`config.mk`:
```
export PLATFORM = sky130hd
export DESIGN_NAME = tl_lane_queue
export DESIGN_NICKNAME = d
export VERILOG_FILES = /design/src/rtl/tl_pkg.sv /design/src/rtl/tl_lane_queue.sv
export SDC_FILE = /design/constraint.sdc
export NUM_CORES = 1
export LEC_CHECK = 0
export BUFFER_PORTS_ARGS = -buffer_cell sky130_fd_sc_hd__buf_2
export CAP_MARGIN = 20
export CORE_AREA = 2 2 39 41
export CTS_BUF_LIST = sky130_fd_sc_hd__clkbuf_8
export DETAILED_ROUTE_END_ITERATION = 6
export DIE_AREA = 0 0 41 43
export PLACE_DENSITY = 0.59
export SLEW_MARGIN = 40
export SYNTH_ARGS = -nofsm -noshare
export SYNTH_HDL_FRONTEND = slang
export SYNTH_SLANG_ARGS = --single-unit
```
`constraint.sdc`:
```
create_clock -name clk -period 2.67 [get_ports clk]
set_input_delay 0.4005 -clock clk [delete_from_list [all_inputs] [get_ports clk]]
set_output_delay 0.4005 -clock clk [all_outputs]
set_load 0.01 [all_outputs]
```
`src/rtl/tl_pkg.sv`:
```
// Shared traffic-light encodings and lane indexing, used by both the
// light controller and the traffic model.
package tl_pkg;

  typedef enum logic [1:0] {
    GREEN  = 2'b00,
    YELLOW = 2'b01,
    LEFT   = 2'b10,
    RED    = 2'b11
  } light_e;

  localparam int NUM_LANES = 4;
  localparam int TMR_W     = 4;

  localparam int LANE_A  = 0;
  localparam int LANE_AL = 1;
  localparam int LANE_B  = 2;
  localparam int LANE_BL = 3;

  // A straight lane moves on GREEN and a left-turn lane on LEFT.
  // YELLOW and RED hold every lane.
  function automatic logic lane_permit(input logic [1:0] light, input logic is_left);
    return light == (is_left ? LEFT : GREEN);
  endfunction

endpackage

```
`src/rtl/tl_lane_queue.sv`:
```
// One lane: saturating vehicle count plus a departure timer that paces
// vehicles out while the lane is permitted.
module tl_lane_queue
  import tl_pkg::*;
#(
  parameter int QW         = 4,
  parameter int DEPART_GAP = 2
) (
  input  logic          clk,
  input  logic          reset,
  input  logic          arr,
  input  logic          permit,
  output logic [QW-1:0] count,
  output logic          occupied,
  output logic          drop
);

  localparam logic [QW-1:0]    CNT_MAX  = {QW{1'b1}};
  localparam logic [TMR_W-1:0] GAP_LAST = TMR_W'(DEPART_GAP - 1);

  logic [QW-1:0]    count_q, count_d;
  logic [TMR_W-1:0] timer_q, timer_d;
  logic             active, dep;

  // The timer only runs while a vehicle can actually leave; any break
  // in permission discards partial progress.
  assign active = permit && (count_q != '0);
  assign dep    = active && (timer_q == GAP_LAST);

  always_comb begin
    timer_d = '0;
    count_d = count_q;
    drop    = 1'b0;
    if (active && !dep) timer_d = timer_q + TMR_W'(1);
    if (arr && !dep) begin
      if (count_q == CNT_MAX) drop = 1'b1;
      else                    count_d = count_q + QW'(1);
    end else if (dep && !arr) begin
      count_d = count_q - QW'(1);
    end
  end

  always_ff @(posedge clk or posedge reset) begin
    if (reset) begin
      count_q <= '0;
      timer_q <= '0;
    end else begin
      count_q <= count_d;
      timer_q <= timer_d;
    end
  end

  assign count    = count_q;
  assign occupied = |count_q;

endmodule

```
======== Word-level counts from Yosys, hierarchy flattened ========
Cells that the tools add are included.
operators by class
  muxes and demuxes ....................... 6
  equal/unequal tests ..................... 3
  multipliers ............................. 0
  $add $sub $neg .......................... 3
  reductions and logical operators ........ 11
  shift operators ......................... 0
  magnitude comparators ................... 0
  div/mod/pow operators ................... 0
  bitwise gates (word level) .............. 0
operator list
  kind                   count
  $mux W4                4
  $add A4 B1 Y4 const B  2
  $logic_and A1 B1 Y1    5
  $eq A4 B1 Y1 const B   1
  $eq A4 B4 Y1 const B   1
  $reduce_bool A4 Y1     1
  $reduce_or A4 Y1       1
  $sub A4 B1 Y4 const B  1
  $logic_not A1 Y1       2
  $mux W1                2
  $ne A2 B2 Y1 const B   1
  $reduce_and A2 Y1      1
  $reduce_bool A2 Y1     1
word-level totals
  bits of input ports ..................... 4
  flip-flop bits (word level) ............. 8
  bits in latches ......................... 0
  memories kept ........................... 0
  memory bits (read-only) ................. 0
  bits in writable memories ............... 0
  logic and storage cells ................. 25

======== Longest topological paths before layout ========
Gate-level depths: netlist of the first run.
  depth after elaboration ................. 7
  mapped depth ............................ 9

======== Least setup slack after synthesis of the first run ========
Ideal clock, no wire load.
  kind .................................... reg-to-reg
  from .................................... register timer_q[1]
  to ...................................... register count_q[3], in the netlist count[3]
  data required time ...................... 2591 ps
  stages on the path, launching flop included .. 10
  arrival ................................. 2218 ps
  period minus slack after synthesis ...... 2297 ps
  path buffers ............................ 0
  setup slack ............................. 373 ps
  path through ............................ dfrtp_1 inv_1 ha_1 or3b_4 o21ai_1 ha_1 a21o_1 a21oi_1 mux2i_2 xor2_1
between the ends
  longest elaborated chain between the ends .. 6
ends and longest elaborated chain
  item                                                          line                 RTL
  start, declared                                               tl_lane_queue.sv:22  logic [TMR_W-1:0] timer_q, timer_d;
  start signal, assigned                                        tl_lane_queue.sv:49  timer_q <= timer_d;
  $eq A4 B1 Y1 (*)                                              tl_lane_queue.sv:28  assign dep = active && (timer_q == GAP_LAST);
  $logic_and A1 B1 Y1 (*)                                       tl_lane_queue.sv:28
  $logic_not A1 Y1                                              tl_lane_queue.sv:35  if (arr && !dep) begin
  $logic_and A1 B1 Y1                                           tl_lane_queue.sv:35
  $ne A2 B2 Y1 (no line) or $reduce_bool A2 Y1 (tied branches)  --
  $reduce_and A2 Y1 (no line)                                   --
  end signal, assigned                                          tl_lane_queue.sv:48  count_q <= count_d;
  end, declared                                                 tl_lane_queue.sv:21  logic [QW-1:0] count_q, count_d;
Every way passes the cells marked *; elsewhere a longest branch is shown, timed or not.
A chain may end at the register's enable or synchronous reset.

======== Final worst setup path of the first run ========
Ends and elaborated chain as after synthesis.

==> results of run 1 <==
==> cell usage in the layout (no fill, tap or decap) <==
master	instances
a21o_1	1
a21oi_1	1
a2bb2oi_1	2
buf_2	9
buf_4	2
clkbuf_8	3
dfrtp_1	8
fa_1	1
ha_1	4
inv_1	3
mux2i_2	1
nand2_1	2
nand3_1	2
nand4_1	1
nor2_1	5
o211ai_1	1
o21ai_1	1
o41ai_2	1
or3_4	1
or3b_4	1
or4_1	1
xnor2_1	2
xor2_1	3
==> worst paths after layout <==
check	endpoint	cells after the start	from	slack, ns
worst max-delay path	count[3]	9	timer_q[1]	0.45
worst min-delay path	timer_q[1]	2	reset	0.12
worst max register to register	count[3]	9	timer_q[1]	0.45
worst min register to register	timer_q[0]	1	timer_q[0]	0.49
max in group asynchronous	timer_q[3]	2	reset	2.33
min in group clk	timer_q[0]	1	timer_q[0]	0.49
==> power breakdown <==
part           switching, mW  internal (mW)  total, mW
Combinational          0.130          0.143      0.273
Sequential            0.0762          0.166      0.242
Clock                 0.0408         0.0971      0.138
Total                  0.247          0.407      0.653
==> stage by stage <==
step                      power, mW  instances  hold slack [ns]
after floorplan              0.4269         42           0.2162
after global placement       0.5162         69           0.3587
after detailed placement     0.5218         69           0.3570
after CTS                    0.6612         72           0.1273
after global routing         0.7175         72           0.1402
final                        0.6532         72           0.1160
==> cells by family after synthesis <==
logic type	synth area share
mux	0.02925
fa+ha+maj	0.1489
buf+inv	0.02393
flops	0.4255
compound gates	0.1250
simple gates	0.1543
xor+xnor	0.09310
==> synthesized netlist by cell type <==
cell / number / area (um^2)
o211ai_1: 1 / 7.510
nand2_1: 2 / 7.510
mux2i_2: 1 / 13.76
o21ai_1: 1 / 5.000
nor2_1: 5 / 18.77
nand4_1: 1 / 6.260
inv_1: 3 / 11.26
xor2_1: 3 / 26.28
dfrtp_1: 8 / 200.2
or4_1: 1 / 7.510
nand3_1: 2 / 10.01
o41ai_2: 1 / 16.27
a2bb2oi_1: 2 / 17.52
or3b_4: 1 / 11.26
or3_4: 1 / 11.26
fa_1: 1 / 20.02
ha_1: 4 / 50.05
xnor2_1: 2 / 17.52
a21o_1: 1 / 7.510
a21oi_1: 1 / 5.000
==> metal layers <==
layer  vias to the layer above  wire [um]  track usage
met4                         0          0      0.06000
met5                         -          0            0
li1                        180          -            -
met2                         4        442       0.2219
met1                       182        399       0.1515
met3                         0         28      0.02094
==> registers in the layout (all words and copies together), names as in the netlist <==
name and flops:
count 4, timer_q 4
==> cell type report <==
| class | instances | area [um^2] |
|---|---|---|
| timing repair buffer | 11 | 60.06 |
| multi-input combinational | 31 | 259.0 |
| inverter | 3 | 11.26 |
| fill | 139 | 792.0 |
| tap | 16 | 20.02 |
| clock buffer | 3 | 41.29 |
| sequential | 8 | 200.2 |
==> flow_summary.toml, run 1 <==
[hold_path]
worstHoldPathType = "input port to asynchronous set/reset pin"

[drt]
first_iter_violations = 0
wl_um = 871
dr.pass1.iters = 1
via_count = 366
vias_per_cell = 5.083
wl_per_cell_um = 12.10
drc = 0
antenna_left = 0

[cells_and_area]
layout-drive-gt1-share = 0.3214
fin_util = 0.4277
nNetsFinal = 67
areaGrowthSynthToFinish_pct = 25.80
final_design_area_no_fill_um2 = 591.8
antenna_cells = 0

[yosys]
synth_seq_area_share = 0.4255
synth.ff_latch_count = 8
yosys_warnings = 0
syn_inst = 42
synth_nets = 51
synthDistinctLibCells = 20
netlist_area_um2 = 470.5
synth.avg_cell_area_um2 = 11.20

[floorplan]
num_rows = 14
core_area_mm2 = 0.001384
fp.dieH_um = 43
die_w_um = 41
initial_core_util = 0.3400
die_area_mm2 = 0.001763
ios = 10

[timing]
setup_viol = 0
worst_clock_skew_ns = 0.001506
finalSetupTns_ns = 0
period_share = 0.8306
period_needed_ns = 2.218
final-max-slew-violation-count = 0
timing.fmax_mhz = 450.9
fin_ws_ns = 0.4523
worstMarginPinSlew_ns = 0.2913
final_hold_viol_count = 0
relSlewSlack = 0.8037
grt_setup_unrepaired = "false"

[critical_path]
crit_path_top_delay_cell = "or3b_4"
crit_chain = "inv_1, ha_1, or3b_4, o21ai_1, ha_1, a21o_1, a21oi_1, mux2i_2, xor2_1"
cp.buffers_inverters = 1
crit_type = "register to register"
critical_path.most_common_cell = "ha_1"
cp-start-kind = "register"
critical_path.top_delay_family = "compound AO/OA/AOI/OAI gates"
critPathArrivalTime_ns = 2.36
cp-end-kind = "register"
cp_data_required_time_ns = 2.81
max_stage_delay_ns = 0.39
critPathMaxFanout = 4

[clock_network]
cts_resized = 0
clock_path_buffers = 2
cts.clk_slew.worst_paths_ns = 0.04
insertion_delay_ns = 0.22
cts_setup_buffers = 0
cts_tree = "built"
cts_hold_buffers = 0
cts_max_level = 1
clock-sinks = 8
cts_buffers = 3
cts_root_buf = "clkbuf_8"

[status]
status = "finished, final reports clean"

[power]
p_per_area_mw_per_mm2 = 1104
p_leak_nw = 0.2872
vdd_ir_drop_max_v = 0.0004182

[global_route]
grt.total_usage = 0.1314
grt_pass1_vias = 404
grt_overflow_total = 0
grt_max_degree = 9
antenna_found_initial = 0
grt_pass1_wl_um = 1566

[placement]
place_area_um2 = 550.5
port_buffers = 9
detailed_place_hpwl_um = 700.3
pre_cts_slack_ns = 0.4372
place.gp.congestion = 0.7392

[job]
drv_cap = 0
(Power assumes the default switching activity.)
==> inputs of run 2 (changes only) <==
--- a/config.mk
+++ b/config.mk
@@ -11,7 +11,7 @@
 export CTS_BUF_LIST = sky130_fd_sc_hd__clkbuf_8
 export DETAILED_ROUTE_END_ITERATION = 6
 export DIE_AREA = 0 0 41 43
-export PLACE_DENSITY = 0.59
+export PLACE_DENSITY = 0.61
 export SLEW_MARGIN = 40
 export SYNTH_ARGS = -nofsm -noshare
 export SYNTH_HDL_FRONTEND = slang
==> constraint.sdc (replaced) <==
create_clock -name clk -period 2 [get_ports clk]
set_input_delay 0.3 -clock clk [delete_from_list [all_inputs] [get_ports clk]]
set_output_delay 0.3 -clock clk [all_outputs]
set_load 0.01 [all_outputs]
==> run 2 against run 1 <==
The run now ends with setup timing left. Sequential share of layout area decreased by 7.2 points. Clock power is 39% higher. Non-clock buffer count grew 14. Setup slack lost 0.59 ns. Critical path type unchanged.
==> flow_summary.toml, run 2 (synthesis gave the netlist of run 1 again) <==
[status]
status = "finished, violations left"
violations = "setup timing"

[timing]
worstMarginPinSlew_ns = 0.3591
period_share = 1.068
timing.fmax_mhz = 468.1
final-max-slew-violation-count = 0
relSlewSlack = 0.7598
final_hold_viol_count = 0
period_needed_ns = 2.136
fin_ws_ns = -0.1362
worst_clock_skew_ns = 0.005685
setup_viol = 4
grt_setup_unrepaired = "true"

[clock_network]
clock_path_buffers = 2
cts_hold_buffers = 0
cts_max_level = 1
cts_buffers = 3
cts_root_buf = "clkbuf_8"
clock-sinks = 8
cts_tree = "built"
cts.clk_slew.worst_paths_ns = 0.04
insertion_delay_ns = 0.23

[cells_and_area]
antenna_cells = 0
fin_cells = 86
layout-drive-gt1-share = 0.5429
areaGrowthSynthToFinish_pct = 59.84
nNetsFinal = 81
final_common_cell = "buf_4"
layout_common_cells = "buf_4 (16), buf_2 (9), dfrtp_1 (8)"

[drt]
top_layer = "met3"
vias_per_cell = 4.826
dr.pass1.iters = 4
wl_met2_um = 559
wl_per_cell_um = 12.88
met1Wirelength_um = 483
antenna_left = 0
via_count = 415
wl_um = 1108
drc = 0
first_iter_violations = 8
route.met3.wl_um = 65

[floorplan]
die_w_um = 41
core_area_mm2 = 0.001384
fp.dieH_um = 43
initial_core_util = 0.3400
num_rows = 14
die_area_mm2 = 0.001763
ios = 10

[global_route]
grt.total_usage = 0.1621
antenna_found_initial = 0
grt_pass1_vias = 446
grt_overflow_total = 0
grt_pass1_wl_um = 1869
grt_max_degree = 9

[power]
vdd_ir_drop_max_v = 0.0005585
p_per_area_mw_per_mm2 = 1497
p_leak_nw = 0.3718

[critical_path]
critical_path.most_common_cell = "buf_4"
r2r_end = "count[1]"
crit_type = "register to register"
critPathMaxFanout = 2
cp-end-kind = "register"
max_stage_delay_ns = 0.52
worst-r2r-cell-count = 8
cp-start-kind = "register"
r2r_start = "count[1]"
critPathArrivalTime_ns = 2.29
crit_chain = "o41ai_4, o21ai_4, buf_4, buf_4, buf_4, fa_2, inv_1, a2bb2oi_2"
crit_path_top_delay_cell = "fa_2"
cp_data_required_time_ns = 2.15
ff2ff_setup_slack_ns = -0.14

[placement]
port_buffers = 9
pre_cts_slack_ns = -0.1709
detailed_place_hpwl_um = 854.1
place.gp.congestion = 0.7160
placed_cells = 80

[hold_path]
worstHoldPathType = "input port to asynchronous set/reset pin"

[job]
drv_cap = 0
run 2: how the worst max path moves through the flow:
stage	slack (ns)	startpoint	cells past startpoint	endpoint
after detailed placement	-0.17	timer_q[1]	9	count[3]
after floorplan	-0.12	timer_q[1]	9	count[3]
final	-0.14	count[1]	8	count[1]
after CTS	-0.14	count[1]	8	count[1]
after global placement	-0.12	timer_q[1]	9	count[3]
after global routing	-0.21	timer_q[1]	9	count[3]
run 2: layout make-up:
| cell class | count | area, um^2 |
|---|---|---|
| tap | 16 | 20.02 |
| clock buffer | 3 | 41.29 |
| timing repair buffer | 25 | 165.2 |
| fill | 122 | 631.9 |
| multi-input combinational | 31 | 314.1 |
| inverter | 3 | 11.26 |
| sequential | 8 | 200.2 |
run 2: routing by layer:
layer | track usage | vias to the layer above
li1 | - | 206
met1 | 0.1959 | 198
met2 | 0.2500 | 11
met3 | 0.09424 | 0
met4 | 0.02000 | 0
met5 | 0 | -
run 2: per-stage QoR:
stage	hold WS (ns)	area [um^2]	setup TNS, ns	utilization	total power, mW
after global routing	0.03397	752.0	-0.7713	0.5434	1.208
after CTS	0.02178	744.5	-0.4558	0.5380	1.112
after floorplan	0.1157	496.7	-0.1234	-	0.6068
after detailed placement	0.2641	659.4	-0.1709	0.4765	0.8652
final	0.01020	752.0	-0.4532	0.5434	1.126
after global placement	0.2619	659.4	-0.1155	0.4765	0.8442
run 2: timing repair:
action,4_1_cts,5_1_grt
endpoints found under the setup margin,1,4
hold endpoints to repair,0,0
gates resized for setup,3,1
setup buffers,3,0
pin swaps,6,0
cloned,0,0
run 2: worst max-delay path, delay by kind of cell, from the launching register on:
| family | cells | cell delay, ns |
|---|---|---|
| AO/OA/AOI/OAI | 3 | 0.68 |
| adder cells (fa/ha/maj) | 1 | 0.52 |
| flip-flops | 1 | 0.40 |
| buffers and inverters | 4 | 0.46 |
run 2: power by group:
| part | internal (mW) | total [mW] | switching [mW] |
|---|---|---|---|
| clock | 0.130 | 0.192 | 0.0617 |
| combinational | 0.345 | 0.656 | 0.311 |
| sequential | 0.222 | 0.278 | 0.0553 |
